==> config.mk <==
export PLATFORM = sky130hd
export DESIGN_NAME = gf16_horner_compressor
export DESIGN_NICKNAME = d
export VERILOG_FILES = /design/src/rtl/gf16_horner_compressor.sv
export SDC_FILE = /design/constraint.sdc
export NUM_CORES = 1
export LEC_CHECK = 0
export BUFFER_PORTS_ARGS = -buffer_cell sky130_fd_sc_hd__buf_2
export CELL_PAD_IN_SITES_DETAIL_PLACEMENT = 1
export CELL_PAD_IN_SITES_GLOBAL_PLACEMENT = 2
export CORE_MARGIN = 2
export CORE_UTILIZATION = 41
export CTS_CLUSTER_DIAMETER = 50
export DETAILED_ROUTE_END_ITERATION = 12
export PLACE_DENSITY = 0.83
export SYNTH_ARGS = -nofsm -noshare
export SYNTH_HDL_FRONTEND = slang
export SYNTH_SLANG_ARGS = --single-unit
==> constraint.sdc <==
create_clock -name CLK -period 2.67 [get_ports CLK]
set_input_delay 0.534 -clock CLK [delete_from_list [all_inputs] [get_ports CLK]]
set_output_delay 0.534 -clock CLK [all_outputs]
set_load 0.01 [all_outputs]
==> src/rtl/gf16_horner_compressor.sv <==
// GF(2^4) Horner compressor: packs raw RO bits into nibbles, folds BLOCK_LEN
// nibbles per word. Optional stuck-source detector under `STUCK_DETECT_EN.

module gf16_mul2_stage (
  input  logic [3:0] i_a,
  output logic [3:0] o_y
);
  // multiply by x modulo x^4+x+1
  assign o_y = {i_a[2:0], 1'b0} ^ {2'b00, i_a[3], i_a[3]};
endmodule

module gf16_horner_compressor #(
  parameter int BLOCK_LEN   = 8,
  parameter int STUCK_LIMIT = 32
) (
  input  logic       CLK,
  input  logic       RST,
  input  logic       BIT_IN,
  input  logic       BIT_VALID,
  output logic [3:0] D_OUT,
  output logic       D_VALID,
  input  logic       D_READY,
  output logic       DROP,
  output logic       ERR
);

  if (BLOCK_LEN < 1 || BLOCK_LEN > 255 ||
      STUCK_LIMIT < 2 || STUCK_LIMIT > 255) begin : g_bad_param
    $error("gf16_horner_compressor: parameter out of range");
  end

  localparam logic [7:0] LAST = 8'(BLOCK_LEN - 1);

  typedef enum logic {S_EMPTY, S_FULL} st_t;

  st_t        r_state;
  st_t        w_state_nxt;
  logic [2:0] r_sh;
  logic [1:0] r_bcnt;
  logic [3:0] r_acc;
  logic [7:0] r_ncnt;
  logic [3:0] r_dout;
  logic       r_drop;

  logic [3:0] w_nib;
  logic [3:0] w_mul;
  logic [3:0] w_next;
  logic       w_take;
  logic       w_trip;
  logic       w_hold;
  logic       w_nib_done;
  logic       w_complete;
  logic       w_load;
  logic       w_drop_set;

  assign w_nib  = {r_sh, BIT_IN};
  assign w_next = w_mul ^ w_nib;

  gf16_mul2_stage u_mul2 (
    .i_a (r_acc),
    .o_y (w_mul)
  );

  assign w_take     = BIT_VALID & ~w_hold;
  assign w_nib_done = w_take & ~w_trip & (r_bcnt == 2'd3);
  assign w_complete = w_nib_done & (r_ncnt == LAST);

`ifdef STUCK_DETECT_EN
  logic [7:0] r_run;
  logic       r_prev;
  logic       r_err;
  logic [7:0] w_run_nxt;

  // run length of identical accepted bits; 0 means no bit seen yet
  always_comb begin
    w_run_nxt = 8'd1;
    if (r_run != 8'd0 && BIT_IN == r_prev)
      w_run_nxt = (r_run == 8'hFF) ? r_run : r_run + 8'd1;
  end

  assign w_trip = w_take & (w_run_nxt == 8'(STUCK_LIMIT));
  assign w_hold = r_err;
  assign ERR    = r_err;

  always_ff @(posedge CLK or posedge RST) begin
    if (RST) begin
      r_run  <= 8'd0;
      r_prev <= 1'b0;
      r_err  <= 1'b0;
    end else if (w_take) begin
      r_run  <= w_run_nxt;
      r_prev <= BIT_IN;
      if (w_trip)
        r_err <= 1'b1;
    end
  end
`else
  assign w_trip = 1'b0;
  assign w_hold = 1'b0;
  assign ERR    = 1'b0;
`endif

  always_ff @(posedge CLK or posedge RST) begin
    if (RST) begin
      r_sh   <= 3'd0;
      r_bcnt <= 2'd0;
      r_acc  <= 4'd0;
      r_ncnt <= 8'd0;
    end else if (w_trip) begin
      r_sh   <= 3'd0;
      r_bcnt <= 2'd0;
      r_acc  <= 4'd0;
      r_ncnt <= 8'd0;
    end else if (w_take) begin
      r_sh   <= w_nib[2:0];
      r_bcnt <= r_bcnt + 2'd1;
      if (r_bcnt == 2'd3) begin
        if (r_ncnt == LAST) begin
          r_acc  <= 4'd0;
          r_ncnt <= 8'd0;
        end else begin
          r_acc  <= w_next;
          r_ncnt <= r_ncnt + 8'd1;
        end
      end
    end
  end

  always_ff @(posedge CLK or posedge RST) begin
    if (RST)
      r_state <= S_EMPTY;
    else
      r_state <= w_state_nxt;
  end

  always_comb begin
    w_state_nxt = r_state;
    unique case (r_state)
      S_EMPTY: if (w_complete) w_state_nxt = S_FULL;
      S_FULL:  if (D_READY && !w_complete) w_state_nxt = S_EMPTY;
      default: w_state_nxt = S_EMPTY;
    endcase
  end

  // a same-edge handshake frees the slot, so the new word replaces it
  always_comb begin
    w_load     = w_complete & ((r_state == S_EMPTY) | D_READY);
    w_drop_set = w_complete & (r_state == S_FULL) & ~D_READY;
  end

  always_ff @(posedge CLK or posedge RST) begin
    if (RST) begin
      r_dout <= 4'd0;
      r_drop <= 1'b0;
    end else begin
      if (w_load)
        r_dout <= w_next;
      if (w_drop_set)
        r_drop <= 1'b1;
    end
  end

  assign D_OUT   = r_dout;
  assign D_VALID = (r_state == S_FULL);
  assign DROP    = r_drop;

endmodule

==> run metrics <==
leak pwr 0.5842 nW; initial antenna violation count 0; Synth Instances 88; hold_ws 0.3908 ns; commonest cells after routing, fill and taps aside 23 x dfrtp_1, 10 x buf_2, 9 x xnor2_1, 9 x nand2_1, 7 x inv_1; Post-synth EDFFs 0; setup TNS 0 ns; WL final 1882 µm; CTS HTree Levels 1; Worst slew margin 40.82%; reg-to-reg critical path startpoint r_ncnt[0]; Power Density 883.1 nW/µm²; first-pass GRT wire length 3194 µm; Worst Setup Start Kind flip-flop; clk root buf clkbuf_4; clock sinks 23; pre-CTS setup slack 1.150 ns; WP data required 2.88 ns; Setup crit end kind flip-flop; CTS tree yes; wire length per cell 14.70 µm; Max Cap Viol 0; Die Y 56.18 µm; full die area 3156 µm²; highest clock rate 674.5 MHz; Max IR drop VDD 0.0004532 V; Post-Route Utilization 47.02%; ANT nets after route 0; GRT Overall Usage 13.08%; maximum number of pins on one net before global-route repair 24; Post-Syn Area 1116 µm²; fin crit period 1.483 ns; Row Count 18; Mapped Avg Cell Area 12.68 µm²; Synth Flop Type dfrtp_1; Layout area overhead 6.278%; Diodes inserted 0; fin cells 128; sequential area share after synthesis 51.57%; synth warn 0; FF-to-FF End DROP; Fin. Hold Viols 0; Port-buffer cells 10; via/cell ratio 5.266; Pre-antenna DRT Iters 4; DPL Wire Length 1333 µm; Yosys cell types 26; Worst Tran Pin Value 0.8867 ns; Post-Syn Nets 95; TritonCTS buffer count 3; most common cell after layout, fill and taps aside dfrtp_1; Hold Crit Class input port to asynchronous set/reset pin; clk_lat worst skew 0.31 ns; sequential standard cell area 575.6 µm²; vias 674; First DRT Iteration DRCs 5; PostCTS Resize Cnt 0; Tcrit/Tclk final 55.53%; multi-input logic area 469.2 µm²; Final nets 106; final worst slack 1.187 ns; Setup Skew 0.005303 ns; die extent in x 56.18 µm; Core ar. 2522 µm²; io pins 12; # DRC 0; Post-CTS Setup Inserts 0; share of cells above drive strength 1 29.59%; RSZ-0062 raised after global routing false; number of synthesized register bits 23; Final Max Tran Viols 0; vias in the first global route 654; CP Class flip-flop to flip-flop; RD Place Congestion 0.7401; r2r setup slk 1.19 ns; Clock Path Buffers 2; placed insts 124; outcome completed; initial core utilization 44.25%; # setup viols final 0; Fillers 283; clock-pin slew of the registers on the worst-case setup and hold paths 0.13 ns; Async S/R FF share, synth 100.0%; Worst EP arrival 1.70 ns; GRT Residual Overflow 0; Worst R2R Path Depth 4; crit path max fanout 8; hold_buf cts 0
-- registers in the layout, summed over array words and instances, names as in the netlist --
name / flops
r_sh: 3
D_OUT: 4
r_acc: 4
r_ncnt: 8
r_bcnt: 2
DROP: 1
D_VALID: 1
-- final cells by class --
class                      instances  area share, %
clock buffer                       3          1.899
clock inverter                     1         0.4219
inverter                           7          2.215
multi-input combinational         54          39.56
sequential                        23          48.52
tap                               30          3.165
timing repair buffer              10          4.219
-- critical path: stages (launching register included) --
cell and delay, ns:
dfrtp_1 0.47, ha_1 0.28, and4bb_4 0.23, and2_4 0.18, a41o_1 0.24
-- report_power, final --
group	internal, mW	switching (mW)
clock	0.0559	0.106
combinational	0.162	0.186
sequential	0.450	0.0881
-- synth_stat cells (4+ instances only) --
master	number	share of area, %
dfrtp_1	23	52
nand2_1	9	3.0
inv_1	7	2.4
mux2i_1	4	3.6
mux2_2	4	4.0
o31ai_2	4	4.5
xnor2_1	9	7.1
nand4_1	4	2.2
-- routing by layer --
metal,routed length (µm),track usage [%],part of all wire (%)
met1,959,19.06,51
met2,851,19.66,45
met3,55,2.326,2.9
met4,15,4.082,0.80
met5,0,0,0
-- worst max-delay path by stage --
| stage | endpoint | cells after the start | from |
|---|---|---|---|
| global placement | r_ncnt[3] | 4 | BIT_VALID |
| finish | DROP | 4 | r_ncnt[0] |
| CTS | DROP | 4 | r_ncnt[0] |
| detailed placement | r_ncnt[3] | 4 | BIT_VALID |
| floorplan | DROP | 5 | r_ncnt[0] |
| global route | D_OUT[2] | 4 | r_ncnt[0] |
-- kinds of logic after synthesis --
group / synth area share, %
XOR/XNOR: 8.633
AO/OA/AOI/OAI: 9.866
AND/OR/NAND/NOR: 12.00
flip-flops: 51.57
adder cells (fa/ha/maj): 2.242
buffers and inverters: 6.390
multiplexers: 8.968
other: 0.3360
-- per-stage QoR --
stage	area [µm²]	total power, mW
6_report	1186	1.047
2_1_floorplan	1116	0.8119
3_3_place_gp	1159	0.8731
3_5_place_dp	1159	0.8951
4_1_cts	1186	1.061
5_1_grt	1186	1.125
Note: power is estimated with default switching activity, not from simulation.
